$ cat config.mk
export PLATFORM = sky130hd
export DESIGN_NAME = load_store_unit
export DESIGN_NICKNAME = d
export VERILOG_FILES = /design/src/rtl/load_store_unit.sv
export SDC_FILE = /design/constraint.sdc
export NUM_CORES = 1
export LEC_CHECK = 0
export ABC_AREA = 1
export CAP_MARGIN = 20
export CORE_MARGIN = 4
export CORE_UTILIZATION = 57
export CTS_CLUSTER_SIZE = 28
export DETAILED_ROUTE_END_ITERATION = 10
export PLACE_DENSITY = 0.84
export SYNTH_ARGS = -nofsm -noshare
export SYNTH_HDL_FRONTEND = slang
export SYNTH_SLANG_ARGS = --single-unit
$ cat constraint.sdc
create_clock -name clk -period 20.1 [get_ports clk]
set_clock_uncertainty 0.2 [all_clocks]
set_input_delay 6.03 -clock clk [delete_from_list [all_inputs] [get_ports clk]]
set_output_delay 6.03 -clock clk [all_outputs]
set_load 0.005 [all_outputs]
$ cat src/rtl/load_store_unit.sv
// load_store_unit: RISC-V load/store to word-aligned bus beats with misaligned split, stall and extension
module load_store_unit #(
  parameter int AddrWidth = 32,
  parameter int DataWidth = 32
) (
  input  logic                 clk,
  input  logic                 rst,
  input  logic                 memRead,
  input  logic                 memWrite,
  input  logic [2:0]           func3,
  input  logic [AddrWidth-1:0] memAddr,
  input  logic [DataWidth-1:0] memWriteData,
  output logic                 stall,
  output logic [DataWidth-1:0] memReadData,
  output logic                 loadValid,
  output logic                 accessErr,
  output logic                 busReq,
  output logic                 busWe,
  output logic [AddrWidth-1:0] busAddr,
  output logic [3:0]           busByteEn,
  output logic [DataWidth-1:0] busWData,
  input  logic                 busAck,
  input  logic [DataWidth-1:0] busRData
);
  typedef enum logic [1:0] {IDLE, FIRST, SECOND, DONE} state_t;
  state_t state_q, state_d;
  logic [1:0] off_q, off_d;
  logic [2:0] f3_q, f3_d;
  logic [DataWidth-1:0] data_q, data_d, rbuf_q, rbuf_d;
  logic bus_req_q, bus_req_d, bus_we_q, bus_we_d;
  logic [AddrWidth-1:0] bus_addr_q, bus_addr_d;
  logic [3:0] bus_byte_en_q, bus_byte_en_d;
  logic [DataWidth-1:0] bus_wdata_q, bus_wdata_d, mem_read_data_q, mem_read_data_d;
  logic load_valid_q, load_valid_d, access_err_q, access_err_d;
  logic req, legal, fin;
  logic [1:0] off;
  logic [2:0] f3;
  logic [DataWidth-1:0] data, rd_shift, load_res;
  logic [3:0] size_mask;
  logic [7:0] lane_mask;
  logic [63:0] lane_data, rd_wide;
  assign req = memRead | memWrite;
  assign stall = req && state_q != DONE;
  // In IDLE the lane masks come straight from the request; afterwards from the latched copy
  assign off = state_q == IDLE ? memAddr[1:0] : off_q;
  assign f3 = state_q == IDLE ? func3 : f3_q;
  assign data = state_q == IDLE ? memWriteData : data_q;
  assign size_mask = f3[1] ? 4'hF : f3[0] ? 4'h3 : 4'h1;
  assign lane_mask = 8'({4'b0, size_mask} << off);
  assign lane_data = {32'b0, data} << {off, 3'b000};
  assign legal = memWrite ? (!func3[2] && func3[1:0] != 2'b11) : !(func3[1] && (func3[0] || func3[2]));
  // The final beat's data is used directly so the result is ready in the DONE cycle
  assign rd_wide = state_q == SECOND ? {busRData, rbuf_q} : {32'b0, busRData};
  assign rd_shift = 32'(rd_wide >> {off_q, 3'b000});
  assign load_res = f3_q[1:0] == 2'd0 ? {{24{~f3_q[2] & rd_shift[7]}}, rd_shift[7:0]}
                  : f3_q[1:0] == 2'd1 ? {{16{~f3_q[2] & rd_shift[15]}}, rd_shift[15:0]}
                  : rd_shift;
  assign busReq = bus_req_q;
  assign busWe = bus_we_q;
  assign busAddr = bus_addr_q;
  assign busByteEn = bus_byte_en_q;
  assign busWData = bus_wdata_q;
  assign memReadData = mem_read_data_q;
  assign loadValid = load_valid_q;
  assign accessErr = access_err_q;
  // Next state and next registered bus/result outputs
  always_comb begin
    state_d = state_q;
    off_d = off_q;
    f3_d = f3_q;
    data_d = data_q;
    rbuf_d = rbuf_q;
    bus_req_d = bus_req_q;
    bus_we_d = bus_we_q;
    bus_addr_d = bus_addr_q;
    bus_byte_en_d = bus_byte_en_q;
    bus_wdata_d = bus_wdata_q;
    mem_read_data_d = mem_read_data_q;
    load_valid_d = 1'b0;
    access_err_d = 1'b0;
    fin = 1'b0;
    case (state_q)
      IDLE: if (req) begin
        off_d = memAddr[1:0];
        f3_d = func3;
        data_d = memWriteData;
        bus_we_d = memWrite;
        if (!legal) begin
          state_d = DONE;
          access_err_d = 1'b1;
        end else begin
          state_d = FIRST;
          bus_req_d = 1'b1;
          bus_addr_d = {memAddr[AddrWidth-1:2], 2'b00};
          bus_byte_en_d = lane_mask[3:0];
          bus_wdata_d = lane_data[31:0];
        end
      end
      FIRST: if (busAck) begin
        rbuf_d = busRData;
        if (lane_mask[7:4] != 4'h0) begin
          state_d = SECOND;
          bus_addr_d = bus_addr_q + AddrWidth'(4);
          bus_byte_en_d = lane_mask[7:4];
          bus_wdata_d = lane_data[63:32];
        end else begin
          state_d = DONE;
          bus_req_d = 1'b0;
          fin = 1'b1;
        end
      end
      SECOND: if (busAck) begin
        state_d = DONE;
        bus_req_d = 1'b0;
        fin = 1'b1;
      end
      default: state_d = IDLE;
    endcase
    if (fin && !bus_we_q) begin
      load_valid_d = 1'b1;
      mem_read_data_d = load_res;
    end
  end
  // State and output registers, cleared asynchronously so a reset abandons any beat at once
  always_ff @(posedge clk or posedge rst) begin
    if (rst) begin
      state_q <= IDLE;
      off_q <= '0;
      f3_q <= '0;
      data_q <= '0;
      rbuf_q <= '0;
      bus_req_q <= 1'b0;
      bus_we_q <= 1'b0;
      bus_addr_q <= '0;
      bus_byte_en_q <= '0;
      bus_wdata_q <= '0;
      mem_read_data_q <= '0;
      load_valid_q <= 1'b0;
      access_err_q <= 1'b0;
    end else begin
      state_q <= state_d;
      off_q <= off_d;
      f3_q <= f3_d;
      data_q <= data_d;
      rbuf_q <= rbuf_d;
      bus_req_q <= bus_req_d;
      bus_we_q <= bus_we_d;
      bus_addr_q <= bus_addr_d;
      bus_byte_en_q <= bus_byte_en_d;
      bus_wdata_q <= bus_wdata_d;
      mem_read_data_q <= mem_read_data_d;
      load_valid_q <= load_valid_d;
      access_err_q <= access_err_d;
    end
  end
endmodule
==> results of run 1 <==
==> state kept, by name, summed over array words and instances (netlist names) <==
signal and flops:
busByteEn 4, accessErr 1, data_q 32, loadValid 1, busAddr 30, busReq 1
off_q 2, state_q 2, memReadData 32, busWe 1, busWData 32, rbuf_q 32
f3_q 3
==> critical path: stages <==
cell and delay (ps):
clkdlybuf4s50_1 430, nor2_1 370, nor2_1 70, clkdlybuf4s50_1 500
==> layer usage <==
metal / routed length [µm] / track usage / vias to the layer above / part of all wire
li1: - / - / 5380 / -
met3: 2972 / 0.06250 / 96 / 0.091
met2: 14860 / 0.4918 / 578 / 0.45
met1: 13670 / 0.4358 / 5145 / 0.42
met5: 13 / 0 / - / 0.00040
met4: 1292 / 0.1370 / 2 / 0.039
==> area by class of cell <==
type | count | area [µm²]
clock buffers | 17 | 425.4
inverters | 109 | 416.7
clock inverters | 15 | 214.0
repair buffers | 216 | 2177
diodes | 1 | 2.502
fillers | 1492 | 4866
multi-input cells | 1229 | 5430
well taps | 229 | 286.5
flip-flops and latches | 173 | 4329
==> stage by stage <==
step	util	hold WS, ps	power, W	instances
6_report	0.7319	282.1	0.002283	1989
5_1_grt	0.7317	303.8	0.002482	1988
3_5_place_dp	0.6935	264.4	0.001897	1954
3_3_place_gp	0.6935	253.0	0.001860	1954
4_1_cts	0.7287	285.3	0.002257	1986
2_1_floorplan	-	242.2	0.001469	1601
==> cell usage after synthesis, drive strengths merged <==
library cell	number
nand2	686
o21ai	188
dfrtp	173
nand3	135
nor2	126
inv	109
buf	54
clkbuf	36
o211ai	16
a21oi	13
nor3	10
mux2	8
a31oi	6
ha	6
nand4	6
xor2	6
or2	5
mux2i	4
nand3b	4
o22ai	3
a211oi	1
a21boi	1
a21o	1
conb	1
o21a	1
o21bai	1
==> cell families (layout without fill, tap and decap cells) <==
logic type               after synthesis  after routing  share of synthesized area
AO/OA/AOI/OAI                        231            231                     0.1164
XOR/XNOR                               6              6                   0.004954
adder cells (fa/ha/maj)                6              6                   0.007077
buffers and inverters                199            357                    0.08103
flip-flops                           173            173                     0.4081
multiplexers                          12             12                    0.01227
other                                  1              3                  0.0003535
AND/OR/NAND/NOR                      972            972                     0.3698
==> path summary, 6_finish.rpt <==
path	from	slack, ps	to	depth (start not counted)
worst min register to register	busWData[19]	280	busWData[19]	2
min in group asynchronous	rst	5690	busAddr[8]	2
max in group asynchronous	rst	12540	busWData[21]	4
worst max register to register	state_q[0]	16020	memReadData[30]	11
worst max-delay path	memWrite	6470	stall	4
worst min-delay path	busWData[19]	280	busWData[19]	2
==> cell usage in the layout (no fill, tap or decap), drive strengths merged <==
cell type / count
nand2: 686
clkdlybuf4s50: 206
o21ai: 188
dfrtp: 173
nand3: 135
nor2: 126
inv: 117
clkbuf: 17
o211ai: 16
a21oi: 13
nor3: 10
buf: 10
mux2: 8
clkinv: 7
nand4: 6
a31oi: 6
xor2: 6
ha: 6
or2: 5
nand3b: 4
mux2i: 4
o22ai: 3
conb: 2
diode: 1
o21a: 1
a21o: 1
a21boi: 1
a211oi: 1
o21bai: 1
==> power by group through the flow <==
stage                     combinational (W)  clock (W)  sequential [W]
after floorplan                    0.000864          0        0.000605
after global placement              0.00123          0        0.000627
after detailed placement            0.00126          0        0.000632
after CTS                           0.00127   0.000353        0.000629
after global routing                0.00146   0.000368        0.000652
final                               0.00130   0.000350        0.000633
==> out/results.ini, run 1 <==
[sta]
final-setup-viol-count=0
tightest_slew_ps=1038
fin_crit_ps=13630
max_freq_ghz=0.07335
fin_crit_sh=0.6783
slew_viol_final=0
relSlewSlack=0.3080
final_hold_viol_count=0
setup_slack_ps=6467
final.setup.tns_ps=0
rsz0062_at_grt=no

[setup_path]
critPathKind=input port to primary output
crit_fanout=4
crit_path_end_kind=primary output
required_ps=13870
cp.arrival_ps=7400
startpoint_type=input port

[pwr]
p_sw_w=0.001127
powerDensity_nw_per_um2=171.9
power_frac_comb=0.569
vdd_drop_max_uv=97.13
swShare=0.4934
p_leak_nw=6.389
pwr-share-clk=0.153
intPower_w=0.001157
sequentialPowerShare=0.277

[clock_network]
cts_max_path_buffers=2
cts_sinks=173
postCtsResizedCells=0
cts-htree-levels=4
cts_setup_buffers=0
cts_made_buffers=17
cts_hold_buf=0
clock_latency_ps=440
path_clk_slew_ps=80
cts_tree=built
root_buffer=clkbuf_16

[yosys]
synth_cells=1600
ys.warnings.count=0
seq_area_frac_synth=0.4081
yosysTopAreaCellShare=0.4081
synth.avg_cell_area_um2=6.630
yosys.area.top_type=dfrtp_1
synth.distinct_cells=39
syn-cell-area_um2=10610
yosys-top-cells-area=dfrtp_1 41%, nand2_1 24%, o21ai_0 8.7%, nand3_1 6.3%, nor2_1 4.4%
synth_seq_cells=173

[final_layout]
finish.instance_area_um2=13280
syn_to_final_growth_pct=25.21
drive_above_1_share=0.04377
fin_nets=1856

[floorplanning]
dieArea_um2=20860
die_y_um=144.4
io_pins=209
rows=49
die_w_um=144.4
start_util=0.5845
fp.coreArea_um2=18150

[detailed_routing]
routed_wl_um=32810
postRouteAntennaNets=0
first_pass_iters=6
vias=11200
avgRoutedWirePerCell_um=16.49
drc_errors=0
via_per_inst=5.631
drtIter0Drc=1430

[grt]
track_usage=0.3172
grt_max_degree=117
antenna_found_initial=2
grt_pass1_wl_um=52840
overflow=0
grt_pass1_vias=10510

[status]
status=finished clean

[place]
dp_hpwl_um=22920
preCtsSetupSlack_ps=6479
gp_congestion=1.002
place_area_um2=12580
portBuffers=206

[flow_run]
maxCapViolCount=0

[hold_path]
worstHoldPathType=flip-flop to flip-flop

(Power assumes the default switching activity.)
==> inputs of run 2 (changes only) <==
Settings changed: CORE_UTILIZATION 57 to 53, PLACE_DENSITY 0.84 to 0.79.
Clock period 20.1 ns to 12.75 ns, I/O delays scaled along.
==> run 2 against run 1 <==
Design area fell by 0.26%. Register-to-register slack got worse by 7800 ps. Critical path type unchanged. Critical path depth did not move. Sequential share of layout area rose by 0.086 points. Setup slack got worse by 3000 ps. Non-clock buffer count fell by 3. Clock-buffer cell count did not move. Utilization fell by 5.6 points. Sequential power rose by 58%. Clock power rose by 57%. Hold slack barely moved. Final cell count rose by 1.6%.
==> out/results.ini, run 2 (synthesis results as in run 1) <==
[grt]
grt_pass1_wl_um=52050  ; -1.5%
track_usage=0.2916  ; -0.02563
gr-usage-met3=0.05936  ; -0.003142
busiest_layer=met2
grt_max_degree=105  ; -10%
gr-usage-met2=0.4520  ; -0.03980
gr-usage-met1=0.3962  ; -0.03963
grt_pass1_vias=10110  ; -3.8%
overflow=0  ; unchanged
antenna_found_initial=2  ; unchanged

[place]
portBuffers=206  ; unchanged
gp_congestion=0.9252  ; -7.6%
place_area_um2=12620  ; +0.30%
dp_hpwl_um=23080  ; +0.71%

[detailed_routing]
postRouteAntennaNets=0  ; unchanged
drtIter0Drc=956  ; -33%
vias=10920  ; -2.5%
via_per_inst=5.402  ; -4.1%
first_pass_iters=8  ; +2
avgRoutedWirePerCell_um=16.21  ; -1.7%
routed_wl_um=32770  ; -0.13%
drc_errors=0  ; unchanged

[final_layout]
finish.instance_area_um2=13250  ; -0.26%
fin_util=0.6762  ; -0.05568
final_cell_mix=681 x nand2_1, 206 x clkdlybuf4s50_1, 184 x o21ai_0, 173 x dfrtp_1, 134 x nand3_1
layout_commonest_cell=nand2_1
fill_cells=1752  ; +17%
syn_to_final_growth_pct=24.88
drive_above_1_share=0.04214  ; -0.001634
fin_nets=1853  ; -0.16%
antenna_cells=0  ; -1

[setup_path]
cpMaxStageDelayCell=clkdlybuf4s50_1
cp_slowest_stage_delay_ps=520  ; +20 ps
path_buf_inv=2  ; unchanged
critPathKind=input port to primary output
crit_chain=clkdlybuf4s50_1 -> nor2_1 -> nor2_1 -> clkdlybuf4s50_1
crit_fanout=4  ; unchanged
required_ps=8720  ; -5150 ps
startpoint_type=input port
path_delay_family=buffers and inverters
crit_path_end_kind=primary output
cp.arrival_ps=5280  ; -2120 ps

[pwr]
p_total_w=0.003572  ; +56%
pwr-share-clk=0.154  ; about the same
intPower_w=0.001821  ; +57%
vdd_drop_max_uv=241.0  ; +150%
power_frac_comb=0.565  ; -0.004
p_sw_w=0.001751  ; +55%
swShare=0.4901  ; -0.003265
powerDensity_nw_per_um2=269.6  ; +57%
sequentialPowerShare=0.281  ; +0.004
p_leak_nw=6.352  ; -0.57%

[clock_network]
cts_sinks=173  ; unchanged
path_clk_slew_ps=70  ; about the same
cts_tree=built
cts_hold_buf=0  ; unchanged
root_buffer=clkbuf_16
cts-htree-levels=4  ; unchanged
clock_latency_ps=440  ; about the same
cts_max_path_buffers=2  ; unchanged
cts_setup_buffers=0  ; unchanged
postCtsResizedCells=0  ; unchanged
cts_made_buffers=17  ; unchanged

[sta]
rsz0062_at_grt=no
final_hold_viol_count=0  ; unchanged
max_freq_ghz=0.1075
fin_crit_ps=9304
relSlewSlack=0.2496  ; -0.05838
tightest_slew_ps=1123  ; +84.85 ps
final-setup-viol-count=0  ; unchanged
fin_crit_sh=0.7298
slew_viol_final=0  ; unchanged
holdWs_ps=281.9  ; -0.2260 ps
final.setup.tns_ps=0  ; unchanged

[floorplanning]
die_y_um=149.5  ; +3.5%
fp.coreArea_um2=19590  ; +7.9%
start_util=0.5415  ; -0.04305
rows=51  ; +4.1%
die_w_um=149.5  ; +3.5%
io_pins=209  ; unchanged
dieArea_um2=22340  ; +7.1%

[status]
status=finished clean

[flow_run]
maxCapViolCount=0  ; unchanged

[hold_path]
worstHoldPathType=flip-flop to flip-flop

## run 2: layout make-up
class                      count  area [µm²]  area share
tap                          265       331.6     0.02503
clock inverter                15       198.9     0.01502
clock buffer                  17       425.4     0.03211
multi-input combinational   1229        5430      0.4099
sequential                   173        4329      0.3268
timing repair buffer         213        2115      0.1596
inverter                     109       416.7     0.03145
## run 2: worst paths after layout
check	from	to	slack, ps	cells past startpoint
setup / recovery	memWrite	stall	3450	4
hold / removal	busWData[31]	busWData[31]	280	2
setup reg to reg	state_q[0]	busAddr[22]	8190	14
hold reg to reg	busWData[31]	busWData[31]	280	2
max in group asynchronous	rst	data_q[8]	7120	3
min in group asynchronous	rst	rbuf_q[24]	3770	2
## run 2: power by group through the flow
stage,logic (W),clock network [W],registers (W)
floorplan,0.00136,0,0.000953
global placement,0.00195,0,0.00100
detailed placement,0.00199,0,0.00101
CTS,0.00200,0.000555,0.00100
global route,0.00226,0.000580,0.00104
finish,0.00202,0.000550,0.00100
## run 2: worst reg2reg max path: cells and delay by family, from the launching register on
| kind | cells | cell delay [ps] |
|---|---|---|
| buffers and inverters | 4 | 1540 |
| adder cells (fa/ha/maj) | 1 | 200 |
| AO/OA/AOI/OAI | 1 | 180 |
| AND/OR/NAND/NOR | 8 | 1930 |
| flip-flops | 1 | 400 |
## run 2: per-layer routing
metal / part of all wire / vias up
met4: 0.044 / 2
met3: 0.077 / 86
met1: 0.42 / 5007
li1: - / 5370
met2: 0.45 / 452
met5: 0.00040 / -
## run 2: metrics by stage
step,std cells,worst slack [ps]
after global placement,1989,3505
after global routing,2021,3423
final,2021,3446
after detailed placement,1989,3493
after floorplan,1601,4037
after CTS,2021,3483
==> inputs of run 3 (changes only) <==
Clock period 12.75 ns to 9 ns, I/O delays scaled along.
==> run 3 against run 2 <==
Routed wire length down 1.1%. Design area about the same. Largest power group unchanged. Non-clock buffer count increased by 1. Flip-flop and latch count did not move. Critical path depth stayed put.
==> out/results.ini, run 3 (synthesis results as in run 1) <==
[status]
status=finished clean

[pwr]
power_frac_comb=0.567  ; +0.002
intPower_w=0.002554  ; +40%
swShare=0.4911  ; +0.0009400
p_sw_w=0.002464  ; +41%
sequentialPowerShare=0.284  ; +0.003
vdd_drop_max_uv=284.5  ; +18%
powerDensity_nw_per_um2=378.8  ; +40%
p_leak_nw=6.349  ; about the same
pwr-share-clk=0.149  ; -0.005

[sta]
fin_crit_ps=6960
relSlewSlack=0.2871  ; +0.03744
max_freq_ghz=0.1437
final_hold_viol_count=0  ; unchanged
final-setup-viol-count=0  ; unchanged
fin_crit_sh=0.7734
slew_viol_final=0  ; unchanged
tightest_slew_ps=1067  ; -56.02 ps
rsz0062_at_grt=no
final.setup.tns_ps=0  ; unchanged

[clock_network]
root_buffer=clkbuf_16
cts-htree-levels=4  ; unchanged
cts_hold_buf=0  ; unchanged
clock_latency_ps=440  ; about the same
cts_setup_buffers=0  ; unchanged
path_clk_slew_ps=80  ; about the same
cts_sinks=173  ; unchanged
cts_made_buffers=17  ; unchanged
cts_max_path_buffers=2  ; unchanged
postCtsResizedCells=0  ; unchanged
cts_tree=built

[setup_path]
cpMaxStageDelayCell=clkdlybuf4s50_1
crit_fanout=4  ; unchanged
cp.arrival_ps=4060  ; -1220 ps
required_ps=6100  ; -2620 ps
startpoint_type=input port
cp_slowest_stage_delay_ps=510  ; about the same
critPathKind=input port to primary output
crit_chain=clkdlybuf4s50_1 -> nor2_1 -> nor2_1 -> clkdlybuf4s50_1
crit_path_end_kind=primary output

[final_layout]
layout_commonest_cell=nand2_1
antenna_cells=0  ; unchanged
fin_nets=1854  ; +0.054%
final_cell_mix=681 x nand2_1, 206 x clkdlybuf4s50_1, 184 x o21ai_0, 173 x dfrtp_1, 134 x nand3_1
drive_above_1_share=0.04269  ; +0.0005452
instances_no_fill=2022  ; +0.049%
syn_to_final_growth_pct=24.90  ; about the same

[detailed_routing]
avgRoutedWirePerCell_um=16.02  ; -1.2%
first_pass_iters=6  ; -2
drc_errors=0  ; unchanged
vias=11060  ; +1.3%
routed_wl_um=32400  ; -1.1%
via_per_inst=5.468  ; +1.2%
drtIter0Drc=958  ; +0.21%
postRouteAntennaNets=0  ; unchanged

[place]
portBuffers=206  ; unchanged
dp_hpwl_um=22930  ; -0.65%
gp_congestion=0.9359  ; +1.2%
placedCellCount=1989  ; unchanged

[grt]
antenna_found_initial=4  ; +2
grt_pass1_wl_um=51610  ; -0.85%
overflow=0  ; unchanged
grt_pass1_vias=10260  ; +1.5%
track_usage=0.2889  ; -0.002762
grt_max_degree=120  ; +14%

[floorplanning]
die_y_um=149.5  ; unchanged
die_w_um=149.5  ; unchanged
dieArea_um2=22340  ; unchanged
io_pins=209  ; unchanged
rows=51  ; unchanged
start_util=0.5415  ; unchanged
fp.coreArea_um2=19590  ; unchanged

[hold_path]
worstHoldPathType=flip-flop to flip-flop

[flow_run]
maxCapViolCount=0  ; unchanged

[run 3: area by class of cell]
class                      count  area, µm²
clock inverter                15      173.9
tap                          265      331.6
multi-input combinational   1229       5430
sequential                   173       4329
fill                        1747       6341
timing repair buffer         214       2142
clock buffer                  17      425.4
inverter                     109      416.7
[run 3: final timing paths]
path	from	to	slack, ps	depth (start not counted)
min	busWData[4]	busWData[4]	280	2
min in group asynchronous	rst	busAddr[8]	2460	2
max	memWrite	stall	2040	4
max reg2reg	state_q[0]	busAddr[20]	4500	14
max in group asynchronous	rst	memReadData[18]	4690	4
min reg2reg	busWData[4]	busWData[4]	280	2
[run 3: worst max-delay path: cells and delay by family]
family | cells | cell delay, ps
buf+inv | 2 | 930
simple gates | 2 | 420
[run 3: per-layer routing]
metal | up-vias | routed length, µm | track usage
li1 | 5370 | - | -
met1 | 5162 | 13390 | 0.3809
met2 | 433 | 14860 | 0.4550
met3 | 84 | 2807 | 0.07268
met4 | 8 | 1288 | 0.1240
met5 | - | 54 | 0
[run 3: power groups by stage]
stage / combinational, W / sequential, W / clock [W]
floorplan: 0.00193 / 0.00135 / 0
global placement: 0.00275 / 0.00142 / 0
detailed placement: 0.00281 / 0.00143 / 0
CTS: 0.00282 / 0.00142 / 0.000756
global route: 0.00319 / 0.00148 / 0.000794
finish: 0.00285 / 0.00142 / 0.000749
[run 3: metrics by stage]
stage | utilization | hold slack (ps) | setup slack (ps) | cell area, µm² | total power, W
final | 0.6763 | 280.5 | 2040 | 13250 | 0.005018
after global routing | 0.6763 | 300.0 | 1960 | 13250 | 0.005460
after detailed placement | 0.6443 | 264.3 | 2028 | 12620 | 0.004236
after floorplan | - | 242.2 | 1412 | 10610 | 0.003281
after global placement | 0.6443 | 252.9 | 2012 | 12620 | 0.004168
after CTS | 0.6749 | 283.8 | 2018 | 13220 | 0.005000
